`config.mk`:
```
export PLATFORM = sky130hd
export DESIGN_NAME = nibble_serial_subtractor
export DESIGN_NICKNAME = d
export VERILOG_FILES = /design/src/rtl/nibble_serial_subtractor_pkg.sv /design/src/rtl/nibble_serial_subtractor_sub_slice.sv /design/src/rtl/nibble_serial_subtractor.sv
export SDC_FILE = /design/constraint.sdc
export NUM_CORES = 1
export LEC_CHECK = 0
export BUFFER_PORTS_ARGS = -buffer_cell sky130_fd_sc_hd__buf_2
export CAP_MARGIN = 15
export CORE_ASPECT_RATIO = 0.8
export CORE_MARGIN = 4
export CORE_UTILIZATION = 43
export DETAILED_ROUTE_END_ITERATION = 16
export PLACE_DENSITY_LB_ADDON = 0.1
export SETUP_SLACK_MARGIN = 0.4
export SLEW_MARGIN = 10
export SYNTH_ARGS = -nofsm -noshare
export SYNTH_HDL_FRONTEND = slang
export SYNTH_SLANG_ARGS = --single-unit
```
`constraint.sdc`:
```
create_clock -name clk -period 3.8 [get_ports clk]
set_input_delay 0.38 -clock clk [delete_from_list [all_inputs] [get_ports clk]]
set_output_delay 0.38 -clock clk [all_outputs]
set_load 0.02 [all_outputs]
```
`src/rtl/nibble_serial_subtractor_pkg.sv`:
```
// Shared definitions for the nibble-serial subtractor: slice width, FSM
// state encodings and the slice-counter width helper.
package nibble_serial_subtractor_pkg;

    localparam int unsigned SLICE_W = 4;

    typedef enum logic [1:0] {
        IDLE = 2'd0,
        BUSY = 2'd1,
        DONE = 2'd2
    } state_e;

    // Slice counter width: clog2(width / SLICE_W), never less than 1 bit.
    function automatic int unsigned cnt_width(input int unsigned width);
        int unsigned n;
        n = width / SLICE_W;
        if (n <= 1) begin
            return 1;
        end
        return $clog2(n);
    endfunction

endpackage

```
`src/rtl/nibble_serial_subtractor_sub_slice.sv`:
```
// 4-bit combinational subtract slice: {bout_o, diff_o} = a_i - b_i - bin_i.
// Subtract mirror of the team's 4-bit adder.
// Ports:
//   a_i    [3:0]  minuend slice
//   b_i    [3:0]  subtrahend slice
//   bin_i         borrow in
//   diff_o [3:0]  difference slice
//   bout_o        borrow out
module sub_slice
    import nibble_serial_subtractor_pkg::*;
(
    input  logic [SLICE_W-1:0] a_i,
    input  logic [SLICE_W-1:0] b_i,
    input  logic               bin_i,
    output logic [SLICE_W-1:0] diff_o,
    output logic               bout_o
);

    logic [SLICE_W:0] full_c;

    // One extra bit: a negative result wraps and sets the top bit, which is the borrow.
    always_comb begin
        full_c = {1'b0, a_i} - {1'b0, b_i} - (SLICE_W + 1)'(bin_i);
        diff_o = full_c[SLICE_W-1:0];
        bout_o = full_c[SLICE_W];
    end

endmodule

```
`src/rtl/nibble_serial_subtractor.sv`:
```
// Multi-cycle unsigned subtractor d = a - b - bin over WIDTH bits, one 4-bit
// slice per clock (LSB slice first) through a single shared sub_slice.
// Optional macro SUB_OVF_FLAG_EN adds the signed-overflow output ovf.
// Ports:
//   clk, rst      clock (rising edge), synchronous active-high reset
//   start         request, accepted only while busy=0 (IDLE or DONE)
//   a, b, bin     operands, captured on the accepted start edge
//   busy          high while slices are being processed
//   done          one-cycle completion pulse
//   d, bout       registered difference and final borrow
//   ovf           signed overflow (only with SUB_OVF_FLAG_EN)
module nibble_serial_subtractor
    import nibble_serial_subtractor_pkg::*;
#(
    parameter int unsigned WIDTH = 16
)
(
    input  logic             clk,
    input  logic             rst,
    input  logic             start,
    input  logic [WIDTH-1:0] a,
    input  logic [WIDTH-1:0] b,
    input  logic             bin,
    output logic             busy,
    output logic             done,
    output logic [WIDTH-1:0] d,
    output logic             bout
`ifdef SUB_OVF_FLAG_EN
    ,
    output logic             ovf
`endif
);

    localparam int unsigned N     = WIDTH / SLICE_W;
    localparam int unsigned CNT_W = cnt_width(WIDTH);
    localparam int unsigned IDX_W = CNT_W + 2;
    localparam logic [CNT_W-1:0] LAST_CNT = CNT_W'(N - 1);

    state_e             state_q;
    logic [CNT_W-1:0]   cnt_q;
    logic [WIDTH-1:0]   a_q;
    logic [WIDTH-1:0]   b_q;
    logic               brw_q;
    logic [WIDTH-1:0]   res_q;
    logic               busy_q;
    logic               done_q;
    logic [WIDTH-1:0]   d_q;
    logic               bout_q;
`ifdef SUB_OVF_FLAG_EN
    logic               ovf_q;
`endif

    logic [IDX_W-1:0]   base_c;
    logic [SLICE_W-1:0] slice_a_c;
    logic [SLICE_W-1:0] slice_b_c;
    logic [SLICE_W-1:0] slice_diff_c;
    logic               slice_bout_c;
    logic [WIDTH-1:0]   res_merged_c;

    // Select the working slice addressed by the counter (bit index = 4*cnt).
    always_comb begin
        base_c    = {cnt_q, 2'b00};
        slice_a_c = a_q[base_c +: SLICE_W];
        slice_b_c = b_q[base_c +: SLICE_W];
    end

    sub_slice u_sub_slice (
        .a_i    (slice_a_c),
        .b_i    (slice_b_c),
        .bin_i  (brw_q),
        .diff_o (slice_diff_c),
        .bout_o (slice_bout_c)
    );

    // Working result with the current slice's difference merged in.
    always_comb begin
        res_merged_c                     = res_q;
        res_merged_c[base_c +: SLICE_W]  = slice_diff_c;
    end

    // Control FSM and datapath registers; published outputs change only on completion.
    always_ff @(posedge clk) begin
        if (rst) begin
            state_q <= IDLE;
            cnt_q   <= '0;
            a_q     <= '0;
            b_q     <= '0;
            brw_q   <= 1'b0;
            res_q   <= '0;
            busy_q  <= 1'b0;
            done_q  <= 1'b0;
            d_q     <= '0;
            bout_q  <= 1'b0;
`ifdef SUB_OVF_FLAG_EN
            ovf_q   <= 1'b0;
`endif
        end else begin
            case (state_q)
                IDLE, DONE: begin
                    done_q <= 1'b0;
                    if (start) begin
                        a_q     <= a;
                        b_q     <= b;
                        brw_q   <= bin;
                        res_q   <= '0;
                        cnt_q   <= '0;
                        busy_q  <= 1'b1;
                        state_q <= BUSY;
                    end else begin
                        state_q <= IDLE;
                    end
                end
                BUSY: begin
                    res_q <= res_merged_c;
                    brw_q <= slice_bout_c;
                    cnt_q <= cnt_q + CNT_W'(1);
                    if (cnt_q == LAST_CNT) begin
                        d_q     <= res_merged_c;
                        bout_q  <= slice_bout_c;
`ifdef SUB_OVF_FLAG_EN
                        // Operands of opposite sign and result sign differs from the minuend.
                        ovf_q   <= (a_q[WIDTH-1] != b_q[WIDTH-1]) &&
                                   (res_merged_c[WIDTH-1] != a_q[WIDTH-1]);
`endif
                        busy_q  <= 1'b0;
                        done_q  <= 1'b1;
                        state_q <= DONE;
                    end
                end
                default: begin
                    state_q <= IDLE;
                end
            endcase
        end
    end

    assign busy = busy_q;
    assign done = done_q;
    assign d    = d_q;
    assign bout = bout_q;
`ifdef SUB_OVF_FLAG_EN
    assign ovf  = ovf_q;
`endif

endmodule

```
==> impl_metrics.csv, run 1 <==
group,metric,value,unit
status,status,"finished, final reports clean",
finish,antennaDiodeCount,0,
finish,fillers,649,
route,wl,7340,µm
clocking,numCtsBuffers,9,
setup_path,cp-end-kind,"flip-flop",
clocking,cts.path.max_buffers,2,
power,seq_power_share,47.5,%
sta,setup_viol,0,
clocking,cts.sinks,72,
die,die_w,103,µm
yosys,synthCells,338,
clocking,cts_resized,0,
yosys,synth_top_area_share,46.7,%
yosys,syn-num-nets,386,
sta,slew_violations,0,
die,die_h,83.8,µm
finish,final_cell_mix,"dfxtp_1, nand2_1, buf_2, a21oi_1, nor2_1",
sta,maxSlewHeadroom,41.3,%
worst_hold_path,hp-class,"in2reg",
clocking,htreeDepth,3,
route,firstDrtPassIters,4,
global_routing,grt_pass1_wl,12300,µm
power,power_switching,446,µW
finish,drive_gt1_share,22.4,%
route,avgRoutedWirePerCell,15.3,µm
yosys,ys_types,36,
clocking,clk_latency,0.34,ns
power,intPower,1.24,mW
route,drt_iter0_drc,95,
power,power_density,463,nW/µm²
setup_path,cp.required,4.02,ns
clocking,hold_buffers,0,
yosys,synth_edf_count,0,
die,coreArea,6930,µm²
yosys,ys_warn_count,0,
global_routing,grt_max_degree,53,
global_routing,overflow,0,
sta,clock_skew,0.00738,ns
yosys,synth.cell_area,3090,µm²
sta,final.setup.tns,0,ns
die,initial_core_util,44.6,%
global_routing,antenna_found_initial,0,
yosys,synth_flop_cell,"dfxtp_1",
placed_design,post-dp-hpwl,5010,µm
power,power_leakage,1.49,nW
route,vias_per_cell,5.21,
clocking,post_cts_buffers,0,
route,drc,0,
die,ios,55,
sta,hold_violations,0,
sta,min_period,2.86,ns
setup_path,path_max_fanout,9,
power,pwr-share-comb,14.1,%
setup_path,cp.arrival,3.08,ns
sta,fin_crit_sh,75.4,%
placed_design,dpl_worst_slack,0.951,ns
power,vdd_drop_max,0.214,mV
finish,syn_to_final_growth,18.0,%
die,rows,27,
yosys,ys_seq_area_share,46.7,%
yosys,ys_async_sr_fraction,0,%
clocking,clkTransAtPathRegs,0.07,ns
power,switching_share,26.4,%
clocking,cts_root_buffer,"clkbuf_8",
die,fp.dieArea,8610,µm²
global_routing,track_usage,18.4,%
sta,fin_hold_ws,0.267,ns
finish,nNetsFinal,436,
job,cap_violations,0,
placed_design,portBuffers,54,
placed_design,place.gp.congestion,0.816,
sta,rsz0062_at_grt,"false",
yosys,synth_area_leaders,"dfxtp_1, nand2_1, a21oi_1",
yosys,yosys.area.top_type,"dfxtp_1",
sta,fmax,349,MHz
finish,post-route-util,52.6,%
finish,final_common_cell,"dfxtp_1",
sta,worstMarginPinSlew,0.880,ns
route,antenna_left,0,
yosys,synth_area_per_cell,9.14,µm²
global_routing,grt_pass1_vias,2457,
setup_path,path_class,"reg2reg",
route,vias,2502,
setup_path,cp-start-kind,"flip-flop",
sta,setup_ws,0.936,ns
yosys,ys_ff_latch,72,
clocking,cts_tree,"built",
power,pwr-share-clk,38.4,%
==> critical path, cell delays in order, from the launching register on <==
cell and delay, ns:
dfxtp_1 0.70, mux4_2 0.58, inv_1 0.09, fa_1 0.19, inv_1 0.06, fa_1 0.42
xor2_1 0.33, o22ai_1 0.17, a22oi_1 0.16, nor2_1 0.05
==> area by class of cell <==
type,count,area [µm²],area share [%]
Tap cell,87,109,2.99
Inverter,20,75.1,2.06
Clock inverter,6,83.8,2.30
Clock buffer,10,128,3.50
Sequential cell,72,1440,39.5
Timing Repair Buffer,61,330,9.06
Multi-Input combinational cell,224,1480,40.5
==> state kept, by name, indices dropped and copies added (netlist names) <==
name	cells
a_q	16
b_q	16
bout	1
brw_q	1
busy	1
cnt_q	2
d	16
done	1
res_q	16
state_q	2
==> cell usage after synthesis (2+ instances only) <==
master and n:
dfxtp_1 72, nand2_1 70, a21oi_1 35, nor2_1 21
inv_1 19, clkbuf_1 13, a22o_1 12, a22oi_1 12
ha_1 10, o21ai_0 8, o2bb2ai_1 8, o31ai_1 8
mux4_2 7, buf_2 5, a32oi_1 4, buf_1 3
nand2b_1 3, nor2b_1 3, o22ai_1 3, a21oi_2 2
fa_1 2, nand4bb_1 2, nor3_1 2, o21a_1 2
==> through the flow <==
step | cell area (µm²) | power [mW] | instances
6_report | 3640 | 1.69 | 480
3_3_place_gp | 3410 | 1.05 | 462
3_5_place_dp | 3420 | 1.06 | 463
2_1_floorplan | 3090 | 0.982 | 338
4_1_cts | 3630 | 1.71 | 479
5_1_grt | 3640 | 1.77 | 480
==> layer usage <==
metal / GRT usage [%] / vias to the layer above / routed length, µm / share of wire (%)
met2: 24.5 / 66 / 2960 / 40
met5: 0 / - / 0 / 0
met3: 5.85 / 4 / 440 / 6.0
li1: - / 1276 / - / -
met4: 5.29 / 0 / 59 / 0.80
met1: 28.0 / 1156 / 3870 / 53
==> cells by family after synthesis <==
kind of cell               share of synthesized area, %
AOI/OAI and AO/OA                                  20.8
muxes                                              5.96
buffers and inverters                              5.55
xor gates and xnor gates                          0.811
and+or+nand+nor                                    14.8
adders and majority gates                          5.35
DFF                                                46.7
==> power groups by stage <==
stage	logic [mW]	registers [mW]	clock network, mW
2_1_floorplan	0.171	0.811	0
3_3_place_gp	0.234	0.819	0
3_5_place_dp	0.238	0.820	0
4_1_cts	0.239	0.802	0.665
5_1_grt	0.268	0.807	0.700
6_report	0.238	0.802	0.648
==> worst paths after layout <==
kind | start | to | slack, ns | cells after the start
setup reg to reg | cnt_q[0]$_SDFFE_PP0P_ | res_q[10]$_SDFFE_PP0P_ | 0.94 | 9
hold reg to reg | d[12]$_SDFFE_PP0P_ | d[12]$_SDFFE_PP0P_ | 0.45 | 2
hold / removal | a[9] | a_q[9]$_SDFFE_PP0P_ | 0.27 | 3
setup / recovery | cnt_q[0]$_SDFFE_PP0P_ | res_q[10]$_SDFFE_PP0P_ | 0.94 | 9
Note: power is estimated with default switching activity, not from simulation.
==> inputs of run 2 (changes only) <==
Clock period 3.8 ns to 3 ns, I/O delays scaled along.
==> run 2 against run 1 <==
Net effect:
- non-clock buffer count grew 5
- utilization grew 0.76 points
- final cell count grew 1.0%
- largest power group unchanged
- highest routed layer unchanged
==> impl_metrics.csv, run 2 (same netlist as run 1, synthesis figures left out) <==
group,metric,value,unit
power,vdd_drop_max,0.420,mV
job,cap_violations,0,
finish,final_cell_mix,"dfxtp_1, nand2_1, buf_2, a21oi_1, nor2_1",
route,avgRoutedWirePerCell,15.4,µm
finish,drive_gt1_share,23.9,%
clocking,cts.sinks,72,
die,initial_core_util,44.6,%
route,drt_iter0_drc,125,
finish,post-route-util,53.4,%
clocking,cts_root_buffer,"clkbuf_8",
sta,setup_viol,0,
finish,syn_to_final_growth,19.7,%
sta,slew_violations,0,
placed_design,place.gp.congestion,0.770,
route,wl,7470,µm
power,power_leakage,1.52,nW
placed_design,post-dp-hpwl,5170,µm
die,die_w,103,µm
global_routing,overflow,0,
sta,fin_hold_ws,0.186,ns
route,firstDrtPassIters,5,
power,power_density,587,nW/µm²
status,status,"finished, final reports clean",
setup_path,cp-start-kind,"flip-flop",
die,rows,27,
route,vias_per_cell,5.35,
sta,fmax,406,MHz
global_routing,gr-usage-met1,28.7,%
global_routing,met3_usage,4.93,%
die,coreArea,6930,µm²
placed_design,dp.cells,466,
setup_path,path_max_fanout,6,
sta,clock_skew,0.00947,ns
clocking,htreeDepth,3,
setup_path,cp_slowest_cell,"mux4_2",
global_routing,track_usage,18.1,%
placed_design,dpl-instance-area,3440,µm²
global_routing,grt_pass1_vias,2439,
clocking,cts_tree,"built",
clocking,cts.path.max_buffers,2,
clocking,numCtsBuffers,9,
setup_path,cp-end-kind,"flip-flop",
sta,worstMarginPinSlew,0.586,ns
route,antenna_left,0,
die,die_h,83.8,µm
clocking,clkTransAtPathRegs,0.08,ns
sta,hold_violations,0,
sta,min_period,2.46,ns
setup_path,path_class,"reg2reg",
worst_hold_path,hp-class,"in2reg",
sta,rsz0062_at_grt,"true",
die,ios,55,
global_routing,grt_pass1_wl,12300,µm
route,vias,2594,
global_routing,grt_busiest_layer,"met1",
global_routing,grt_max_degree,53,
finish,final_area,3700,µm²
sta,final.setup.tns,0,ns
die,fp.dieArea,8610,µm²
finish,final_common_cell,"dfxtp_1",
placed_design,portBuffers,54,
global_routing,grt_use_met2,23.3,%
route,drc,0,
setup_path,path_cells,"buf_4, buf_4, mux4_2, ha_1, inv_1, ha_1, a21boi_1, o21a_1, o21ai_0, a21oi_1",
finish,antennaDiodeCount,0,
clocking,clk_latency,0.35,ns
finish,fillers,663,
sta,fin_crit_sh,82.1,%
setup_path,cp.arrival,2.67,ns
setup_path,cp.required,3.21,ns
finish,nNetsFinal,441,
setup_path,crit_path_max_incr_delay,0.54,ns
sta,maxSlewHeadroom,60.7,%
finish,layoutNonFillerInstCount,485,
global_routing,antenna_found_initial,0,
-- run 2: changes by cell type in the layout (fill, tap and decap cells not counted), sizes merged --
| cell | delta |
|---|---|
| buf | +5 |
-- run 2: stage by stage --
| step | setup slack (ns) | total power [mW] |
|---|---|---|
| finish | 0.536 | 2.17 |
| global route | 0.390 | 2.27 |
| CTS | 0.461 | 2.17 |
| detailed placement | 0.287 | 1.34 |
| global placement | 0.365 | 1.34 |
| floorplan | 0.414 | 1.24 |
-- run 2: what timing repair did --
action	4_1_cts	5_1_grt
resized for setup	2	3
hold buffers	0	0
buffers inserted	0	3
endpoints found under the setup margin	21	22
pin swaps	0	1
-- run 2: worst max-delay path, delay by kind of cell, from the launching register on --
kind	cells	cell delay [ns]
AO/OA/AOI/OAI	4	0.62
multiplexers	1	0.54
adder cells (fa/ha/maj)	2	0.50
flip-flops	1	0.39
buffers and inverters	3	0.29
-- run 2: worst paths after layout --
kind,start,end,slack [ns],cells past startpoint
worst max-delay path,cnt_q[0]$_SDFFE_PP0P_,brw_q$_SDFFE_PP0P_,0.54,10
worst min-delay path,a[11],a_q[11]$_SDFFE_PP0P_,0.19,3
worst max register to register,cnt_q[0]$_SDFFE_PP0P_,brw_q$_SDFFE_PP0P_,0.54,10
worst min register to register,a_q[15]$_SDFFE_PP0P_,a_q[15]$_SDFFE_PP0P_,0.45,2
-- run 2: report_power, final --
group | switching (mW) | internal, mW
clock | 0.364 | 0.466
combinational | 0.197 | 0.131
sequential | 0.0216 | 0.990
-- run 2: area by class of cell --
cell class / instances / area, µm² / share of cell area (%)
Inverter: 20 / 75.1 / 2.03
Timing Repair Buffer: 66 / 360 / 9.75
Multi-Input combinational cell: 224 / 1500 / 40.5
Clock inverter: 6 / 83.8 / 2.27
Sequential cell: 72 / 1450 / 39.1
Clock buffer: 10 / 128 / 3.45
Tap cell: 87 / 109 / 2.94
-- run 2: routing by layer --
metal	part of all wire, %	wire, µm
met1	52	3900
met2	40	3010
met3	6.3	469
met4	1.2	87
met5	0	0
